--- src/rtl/mstage_lsu.sv ---
`timescale 1ns/1ps
`default_nettype none
// ============================================================================
// Module   : mstage_lsu
// Purpose  : Memory-access pipeline stage. Accepts one instruction per
//            s_valid/s_ready handshake, runs at most one request/acknowledge
//            bus transaction for loads and stores, aligns and extends load
//            data, and holds the result on m_valid until m_ready.
// Ports    : clk, rst (sync, active-high)
//            s_valid/s_ready                - upstream handshake
//            m_valid/m_ready                - downstream handshake
//            mem_rdE, mem_wrE, funct3E,
//            ALU_resultE, src2E             - instruction fields from E->M
//            mdataM, bus_errM               - result to M->W
//            mem_req, mem_we, mem_addr,
//            mem_wdata, mem_wmask,
//            mem_ack, mem_rdata             - data bus
// Params   : TIMEOUT - max cycles waiting for mem_ack (0 = wait forever)
// Macros   : MISALIGN_TRAP_EN - misaligned half/word accesses skip the bus
//            and complete with bus_errM=1
// Revision : 1.0 - initial release
// ============================================================================
module mstage_lsu #(
    parameter int unsigned TIMEOUT = 0
) (
    input  logic        clk,
    input  logic        rst,
    input  logic        s_valid,
    output logic        s_ready,
    output logic        m_valid,
    input  logic        m_ready,
    input  logic        mem_rdE,
    input  logic        mem_wrE,
    input  logic [2:0]  funct3E,
    input  logic [31:0] ALU_resultE,
    input  logic [31:0] src2E,
    output logic [31:0] mdataM,
    output logic        bus_errM,
    output logic        mem_req,
    output logic        mem_we,
    output logic [31:0] mem_addr,
    output logic [31:0] mem_wdata,
    output logic [3:0]  mem_wmask,
    input  logic        mem_ack,
    input  logic [31:0] mem_rdata
);

    typedef enum logic [1:0] {
        ST_IDLE = 2'd0,
        ST_BUS  = 2'd1,
        ST_DONE = 2'd2
    } state_t;

    // Last counter value before the timeout fires, so mem_req stays high
    // for exactly TIMEOUT cycles.
    localparam bit         c_tmo_en   = (TIMEOUT != 0);
    localparam logic [15:0] c_tmo_last = 16'(TIMEOUT - 1);

    state_t      r_state;
    logic        r_rd;
    logic        r_wr;
    logic [2:0]  r_funct3;
    logic [31:0] r_addr;
    logic [31:0] r_src2;
    logic [15:0] r_cnt;
    logic [31:0] r_mdata;
    logic        r_err;

    logic        w_accept;
    logic        w_misal;
    logic        w_tmo;
    logic [1:0]  w_off;
    logic [31:0] w_shift;
    logic [15:0] w_half;
    logic [31:0] w_load;
    logic [3:0]  w_wmask;

    assign w_accept = s_valid && (r_state == ST_IDLE);
    assign w_off    = r_addr[1:0];

`ifdef MISALIGN_TRAP_EN
    // Evaluated on the incoming fields because the decision is made at accept.
    assign w_misal = (mem_rdE || mem_wrE) &&
                     (((funct3E[1:0] == 2'b01) && ALU_resultE[0]) ||
                      ((funct3E[1:0] == 2'b10) && (ALU_resultE[1:0] != 2'b00)));
`else
    assign w_misal = 1'b0;
`endif

    assign w_tmo = c_tmo_en && (r_cnt == c_tmo_last);

    // Load alignment: byte lanes via shift, halfword picked by addr[1].
    assign w_shift = mem_rdata >> {w_off, 3'b000};
    assign w_half  = w_off[1] ? mem_rdata[31:16] : mem_rdata[15:0];

    always_comb begin
        w_load = mem_rdata;
        case (r_funct3[1:0])
            2'b00:   w_load = {{24{~r_funct3[2] & w_shift[7]}}, w_shift[7:0]};
            2'b01:   w_load = {{16{~r_funct3[2] & w_half[15]}}, w_half};
            default: w_load = mem_rdata;
        endcase
    end

    always_comb begin
        w_wmask = 4'b0000;
        if (r_wr) begin
            case (r_funct3[1:0])
                2'b00:   w_wmask = 4'b0001 << w_off;
                2'b01:   w_wmask = 4'b0011 << {w_off[1], 1'b0};
                default: w_wmask = 4'b1111;
            endcase
        end
    end

    always_ff @(posedge clk) begin
        if (rst) begin
            r_state  <= ST_IDLE;
            r_rd     <= 1'b0;
            r_wr     <= 1'b0;
            r_funct3 <= 3'd0;
            r_addr   <= 32'd0;
            r_src2   <= 32'd0;
            r_cnt    <= 16'd0;
            r_mdata  <= 32'd0;
            r_err    <= 1'b0;
        end else begin
            case (r_state)
                ST_IDLE: begin
                    if (w_accept) begin
                        r_rd     <= mem_rdE;
                        r_wr     <= mem_wrE;
                        r_funct3 <= funct3E;
                        r_addr   <= ALU_resultE;
                        r_src2   <= src2E;
                        r_cnt    <= 16'd0;
                        r_mdata  <= 32'd0;
                        r_err    <= 1'b0;
                        if (w_misal) begin
                            r_err   <= 1'b1;
                            r_state <= ST_DONE;
                        end else if (mem_rdE || mem_wrE) begin
                            r_state <= ST_BUS;
                        end else begin
                            r_state <= ST_DONE;
                        end
                    end
                end
                ST_BUS: begin
                    // An acknowledge in the timeout cycle still completes normally.
                    if (mem_ack) begin
                        r_mdata <= r_rd ? w_load : 32'd0;
                        r_state <= ST_DONE;
                    end else if (w_tmo) begin
                        r_err   <= 1'b1;
                        r_state <= ST_DONE;
                    end else begin
                        r_cnt <= r_cnt + 16'd1;
                    end
                end
                ST_DONE: begin
                    if (m_ready) begin
                        r_state <= ST_IDLE;
                    end
                end
                default: r_state <= ST_IDLE;
            endcase
        end
    end

    assign s_ready   = (r_state == ST_IDLE);
    assign m_valid   = (r_state == ST_DONE);
    assign mem_req   = (r_state == ST_BUS);
    assign mem_we    = r_wr;
    assign mem_addr  = {r_addr[31:2], 2'b00};
    assign mem_wdata = r_src2 << {w_off, 3'b000};
    assign mem_wmask = w_wmask;
    assign mdataM    = r_mdata;
    assign bus_errM  = r_err;

endmodule
`default_nettype wire

--- config.mk ---
export PLATFORM = sky130hd
export DESIGN_NAME = mstage_lsu
export DESIGN_NICKNAME = d
export VERILOG_FILES = /design/src/rtl/mstage_lsu.sv
export SDC_FILE = /design/constraint.sdc
export NUM_CORES = 1
export LEC_CHECK = 0
export CORE_ASPECT_RATIO = 1.75
export CORE_MARGIN = 8
export CORE_UTILIZATION = 28
export CTS_BUF_LIST = sky130_fd_sc_hd__clkbuf_8
export DETAILED_ROUTE_END_ITERATION = 10
export PLACE_DENSITY = 0.54
export SLEW_MARGIN = 10
export SYNTH_ARGS = -nofsm -noshare
export SYNTH_HDL_FRONTEND = slang
export SYNTH_SLANG_ARGS = --single-unit
--- constraint.sdc ---
create_clock -name clk -period 3.2 [get_ports clk]
set_input_delay 0.32 -clock clk [delete_from_list [all_inputs] [get_ports clk]]
set_output_delay 0.32 -clock clk [all_outputs]
set_load 0.005 [all_outputs]
Word-level counts from Yosys, hierarchy flattened
Cells that the tools add are included.
- equality and inequality tests: 6
- shift-type cells: 4
- multiplexer cells: 13
- bitwise operators: 3
- reduce and logical (&&, ||, !) cells: 8
- operators by type and width (kind ; number):
    one-hot mux 32 bit (2 select lines) ; 2
    2-to-1 mux 32 bit ; 3
    << shifter 32 x 5 -> 32 bit ; 1
    >> shifter 32 x 5 -> 8 bit ; 1
    2-to-1 mux 16 bit ; 1
    2-to-1 mux 2 bit ; 4
    one-hot mux 4 bit (2 select lines) ; 1
    inequality test 2 x 1 -> 1 bit, second input constant ; 3
    one-hot mux 2 bit (3 select lines) ; 1
    AND reduction 3 bit ; 2
    equality test 2 x 1 -> 1 bit, second input constant ; 2
    logical NOT 2 bit ; 2
    2-to-1 mux 4 bit ; 1
    << shifter 1 x 2 -> 4 bit, first input constant ; 1
    << shifter 2 x 2 -> 4 bit, first input constant ; 1
    AND 1 bit ; 2
    equality test 2 bit, second input constant ; 1
    AND reduction 2 bit ; 1
    nonzero test 2 bit ; 1
    logical AND 1 bit ; 1
    logical OR 1 bit ; 1
    inverter 1 bit ; 1
- register bits after elaboration: 103
- input port bits: 106

Depth between registers and ports, before layout
Gate-level depths: netlist of the first run.
- depth in word-level cells: 6
- gate-level depth with buffers: 8

Worst setup path before layout of the first run
No wires, ideal clock.
- kind: reg-to-output
- start: reg r_addr[1]
- end: out mem_wmask[3]
- arrival time: 1301 ps
- data required time: 2880 ps
- setup slack: 1579 ps
- cell stages (with the launch flop): 7
- path through: dfxtp_1 > buf_6 > buf_4 > buf_2 > buf_2 > nand2_1 > a21boi_0
- cells in the longest elaborated chain, start to end: 3
- elaborated cells on any way between the ends: 4
- those cells by class: shift: 2; mux: 2
- RTL lines (element ; line ; RTL):
    from (decl) ; 63 ; logic [31:0] r_addr;
    from (signal assigned) ; 134 ; r_addr <= ALU_resultE;
    << shifter 2 x 2 -> 4 bit or << shifter 1 x 2 -> 4 bit (tied branches) ; 110, 109 ;
    one-hot mux 4 bit (2 select lines) (*) ; 108 ; case (r_funct3[1:0])
    2-to-1 mux 4 bit (*) ; 107 ; if (r_wr) begin
    to (decl) ; 43 ; output logic [3:0] mem_wmask,
Every way passes the cells marked *; elsewhere a longest branch is shown, timed or not.

Final worst setup path of the first run
- start: reg r_addr[0]
- end: out mem_wdata[19]
- cells in the longest elaborated chain, start to end: 1
- RTL lines (element ; line ; RTL):
    << shifter 32 x 5 -> 32 bit ; 176 ; assign mem_wdata = r_src2 << {w_off, 3'b000};
    to (decl) ; 42 ; output logic [31:0] mem_wdata,
No other way between the ends.

==> impl_metrics.json, run 1 <==
{
  "fp.coreArea_sq_um": 17300,
  "ant_nets": 0,
  "required_ns": 2.88,
  "power.leakage_nw": 2.46,
  "antenna_found_initial": 2,
  "grt-ovfl-total": 0,
  "worstHoldPathType": "register to register",
  "max_cap_viol_count": 0,
  "postCtsSetupBuffers": 0,
  "fin_skew_ns": 0.0153,
  "rr_startpoint": "r_state[0]",
  "place.port_buffers": 207,
  "layout.cells.non_filler": 1007,
  "numCtsBuffers": 9,
  "crit_type": "register to output port",
  "synthFlopType": "dfxtp_1",
  "syn-instance-count": 623,
  "remaining_drc_errors": 0,
  "dieArea_sq_um": 22100,
  "drive_gt1_frac": 0.0413,
  "die_w_um": 116,
  "crit_arrival_ns": 2.30,
  "synth-async-reset-ratio": 0,
  "dpl_cell_area_sq_um": 6850,
  "mostFrequentLayoutCell": "clkdlybuf4s50_1",
  "ys_seq_elements": 103,
  "firstDrtPassIters": 4,
  "hold_violations": 0,
  "min_from": "r_addr[27]",
  "syn_area_sq_um": 4880,
  "rsz0062_at_grt": "no",
  "fin_nets": 876,
  "relSlewSlack": 0.279,
  "cts_tree": "done",
  "grt_pass1_vias": 4873,
  "area_growth_pct": 44.1,
  "avgSynthCellArea_sq_um": 7.84,
  "cts.sinks": 103,
  "rows": 64,
  "grt_pass1_wl_um": 27700,
  "cts_hold_buf": 0,
  "setup-violations-final": 0,
  "cp-end-kind": "output port",
  "ios": 211,
  "p_per_area_nw_per_um2": 410,
  "r2r_slack_ns": 1.11,
  "clk_pin_slew_ns": 0.10,
  "outcome": "completed",
  "clk_path_buf_depth": 2,
  "cpPeakStageDelay_ns": 0.61,
  "routed_via_density": 4.77,
  "period_needed_ns": 2.62,
  "start_kind": "register",
  "ys_warn_count": 0,
  "htree_levels": 3,
  "dieHeight_um": 191,
  "cts.repair.resized": 0,
  "grt_max_degree": 98,
  "nFillCells": 1821,
  "cts_root_buf": "clkbuf_8",
  "clock_latency_ns": 0.36,
  "cp_cell_sequence": "nor2b_1 -> nand2_1 -> o21ai_0 -> clkdlybuf4s50_1",
  "cp_slowest_cell": "nor2b_1",
  "finish.instance_area_sq_um": 7040,
  "dp_hpwl_um": 14000,
  "critical_path.max_fanout": 8,
  "wl_um": 18400,
  "vias": 4799,
  "gp_congestion": 0.906,
  "first_iter_violations": 224,
  "max_freq_mhz": 382,
  "seq_area_frac_synth": 0.422,
  "period_share": 0.818,
  "ir_worst_vdd_mv": 0.170,
  "startpoint": "r_addr[0]",
  "tightest_slew_ns": 1.08,
  "placed_cells": 990,
  "final_util": 0.407,
  "initial_utilization": 0.282,
  "drv_slew": 0,
  "final_cell_mix": "clkdlybuf4s50_1 (206), nand2_1 (157), a21oi_1 (116), dfxtp_1 (102)",
  "wl_per_cell_um": 18.3,
  "hold_ws_ns": 0.461,
  "yosysUniqueCellTypes": 36,
  "setup_tns_ns": 0,
  "grt.total_usage": 0.164,
  "synth_edf_count": 0
}
==> synth_stat cells (all sizes together), types with 5 or more instances <==
| library cell | count | area (sq um) |
|---|---|---|
| a211oi | 8 | 60.1 |
| buf | 59 | 404 |
| inv | 5 | 18.8 |
| mux2i | 25 | 250 |
| nor2 | 19 | 73.8 |
| o21ai | 25 | 125 |
| o2bb2ai | 14 | 123 |
| nor2b | 14 | 87.6 |
| a21oi | 116 | 581 |
| or3 | 8 | 50.1 |
| a22oi | 16 | 120 |
| dfxtp | 103 | 2060 |
| and2 | 10 | 62.6 |
| nand2 | 157 | 589 |
| clkbuf | 23 | 86.3 |
==> power breakdown <==
group	total, mW	leakage [nW]	switching (mW)	internal (mW)
Combinational	0.660	1.51	0.311	0.349
Sequential	1.41	0.841	0.0612	1.35
Clock	0.819	0.102	0.460	0.359
==> through the flow <==
stage / power (mW) / setup WS (ns)
after global routing: 3.06 / 0.429
final: 2.89 / 0.583
after detailed placement: 2.11 / 0.882
after global placement: 2.10 / 0.929
after CTS: 2.94 / 0.537
after floorplan: 1.75 / 1.58
==> critical path, delay by kind of cell (launching register included) <==
kind	cells	cell delay, ns
AO/OA/AOI/OAI	1	0.11
buffers and inverters	1	0.59
flip-flops	1	0.52
AND/OR/NAND/NOR	2	0.71
==> path summary, 6_finish.rpt <==
| path | endpoint | depth (start not counted) |
|---|---|---|
| max | mem_wdata[19] | 4 |
| min | r_addr[27] | 2 |
| max reg2reg | r_addr[6] | 5 |
| min reg2reg | r_addr[27] | 2 |
==> cell type report <==
type	instances	area, sq um	area share
tap	231	289	0.0411
sequential	103	2060	0.293
timing repair buffer	216	2150	0.305
multi-input combinational	435	2330	0.330
inverter	5	18.8	0.00267
antenna	2	5.00	0.000711
clock inverter	6	63.8	0.00907
clock buffer	9	124	0.0176
==> registers in the layout, indices dropped and copies added (netlist names) <==
name      cells
r_state       2
mem_we        1
r_rd          1
r_addr       32
r_funct3      3
mdataM       32
r_src2       32
==> kinds of logic (layout without fill, tap and decap cells) <==
group	count (synthesis)	in the layout	synth area share
buf+inv	87	236	0.104
simple gates	215	215	0.188
compound gates	190	190	0.227
other cells	1	5	0.000768
mux	27	27	0.0581
flops	103	103	0.422
==> routing by layer <==
metal,global-route usage,vias up,wire (um)
met5,0,-,0
met4,0.0677,0,408
met3,0.0396,15,1140
met2,0.313,154,10200
met1,0.161,2252,6630
li1,-,2378,-
(Power assumes the default switching activity.)
==> run 2: changes to the inputs <==
Settings changed: PLACE_DENSITY 0.54 to 0.56.
Clock period 3.2 ns to 2.2 ns, I/O delays scaled along.
==> impl_metrics.json, run 2 (synthesis gave the netlist of run 1 again) <==
{
  "outcome": "completed",
  "crit_arrival_ns": 1.88,
  "first_iter_violations": 172,
  "numCtsBuffers": 9,
  "drv_slew": 0,
  "dpl_cell_area_sq_um": 6990,
  "remaining_drc_errors": 0,
  "seqPwrFrac": 0.478,
  "required_ns": 1.98,
  "cp_slowest_cell": "clkdlybuf4s50_1",
  "place.port_buffers": 207,
  "clk_pin_slew_ns": 0.10,
  "dieArea_sq_um": 22100,
  "gp_congestion": 0.824,
  "crit_type": "register to output port",
  "cts_root_buf": "clkbuf_8",
  "finish.instance_area_sq_um": 7250,
  "hold_ws_ns": 0.352,
  "reg2reg_to": "mdataM[11]",
  "grt_pass1_vias": 4991,
  "period_share": 0.953,
  "firstDrtPassIters": 5,
  "cpPeakStageDelay_ns": 0.56,
  "fin_nets": 897,
  "wl_um": 17900,
  "max_freq_mhz": 477,
  "power.leakage_nw": 2.61,
  "fin_skew_ns": 0.0129,
  "tightest_slew_ns": 0.836,
  "grt.total_usage": 0.158,
  "min_from": "rst",
  "min_to": "mdataM[0]",
  "relSlewSlack": 0.442,
  "rsz0062_at_grt": "no",
  "ir_worst_vdd_mv": 0.331,
  "n_antenna_cell": 0,
  "final_cell_mix": "clkdlybuf4s50_1 (204), nand2_1 (157), a21oi_1 (116), dfxtp_1 (100), buf_4 (27)",
  "ios": 211,
  "clock_latency_ns": 0.36,
  "wl_per_cell_um": 17.4,
  "rr_worst_depth": 6,
  "crit_family": "buffers and inverters",
  "setup_tns_ns": 0,
  "whs_path_depth": 5,
  "antenna_found_initial": 0,
  "clk_path_buf_depth": 2,
  "die_w_um": 116,
  "cp_cell_sequence": "buf_6 -> mux2i_1 -> o21ai_0 -> clkdlybuf4s50_1",
  "period_needed_ns": 2.10,
  "cp-end-kind": "output port",
  "r2r_slack_ns": 0.37,
  "htree_levels": 3,
  "pwr-share-clk": 0.283,
  "fp.coreArea_sq_um": 17300,
  "start_kind": "register",
  "placed_cells": 1007,
  "swShare": 0.280,
  "dieHeight_um": 191,
  "drive_gt1_frac": 0.0766,
  "rr_startpoint": "r_state[0]",
  "final_util": 0.419,
  "routed_via_density": 4.73,
  "max_cap_viol_count": 0,
  "cts.sinks": 103,
  "critical_path.max_fanout": 19,
  "initial_utilization": 0.282,
  "dp_hpwl_um": 13900,
  "crit_buf_inv": 2,
  "intPower_mw": 3.06,
  "ant_nets": 0,
  "pwr-share-comb": 0.238,
  "mostFrequentLayoutCell": "clkdlybuf4s50_1",
  "area_growth_pct": 48.5,
  "vias": 4855,
  "setup-violations-final": 0,
  "grt_max_degree": 70,
  "grt-ovfl-total": 0,
  "p_per_area_nw_per_um2": 585,
  "layout.cells.non_filler": 1027,
  "power_switching_mw": 1.19,
  "worstHoldPathType": "primary input to register",
  "grt_pass1_wl_um": 26900,
  "hold_violations": 0,
  "rows": 64,
  "cts_tree": "done"
}
run 2: how the worst max path moves through the flow:
stage / startpoint / endpoint / slack (ns) / cells past startpoint
after floorplan: r_addr[1] / mdataM[7] / 0.65 / 4
after global placement: mem_ack / mdataM[12] / 0.17 / 6
after detailed placement: mem_ack / mdataM[11] / 0.15 / 6
after CTS: r_addr[0] / mem_wmask[0] / -0.004 / 5
after global routing: r_addr[1] / mem_wdata[21] / 0.006 / 4
final: r_addr[1] / mem_wdata[21] / 0.10 / 4
run 2: layer usage:
metal  wire [um]  share of wire  global-route usage  vias up
met1        6230           0.35               0.148     2276
li1            -              -                   -     2412
met3        1090          0.061              0.0384       17
met4         409          0.023              0.0587        0
met2       10100           0.57               0.312      150
met5           0              0                   0        -
run 2: timing repair:
action | CTS | global route
hold buffers | 0 | 0
setup buffers | 1 | 3
gates resized for setup | 7 | 6
endpoints found under the hold margin | 0 | 0
setup endpoints to repair | 24 | 17
pin swaps | 0 | 1
run 2: through the flow:
step                      total power, mW  worst slack (ns)
after detailed placement             3.08             0.147
after CTS                            4.33          -0.00378
after global routing                 4.48           0.00599
after global placement               3.07             0.167
after floorplan                      2.55             0.647
final                                4.25             0.104
run 2: final cells by class:
class,instances,area [sq um]
Clock buffer,10,138
Tap cell,231,289
Sequential cell,103,2070
Inverter,5,18.8
Clock inverter,6,62.6
Fill cell,1823,10000
Timing Repair Buffer,237,2330
Multi-Input combinational cell,435,2350
run 2: worst min-delay path, delay by kind of cell:
| family | cells | cell delay [ns] |
|---|---|---|
| AO/OA/AOI/OAI | 2 | 0.13 |
| buffers and inverters | 2 | 0.27 |
| AND/OR/NAND/NOR | 1 | 0.05 |
run 2: power by group through the flow:
stage,registers (mW),clock network [mW],logic (mW)
floorplan,2.05,0,0.502
global placement,2.07,0,0.998
detailed placement,2.08,0,1.01
CTS,2.03,1.28,1.02
global route,2.04,1.33,1.11
finish,2.03,1.20,1.01
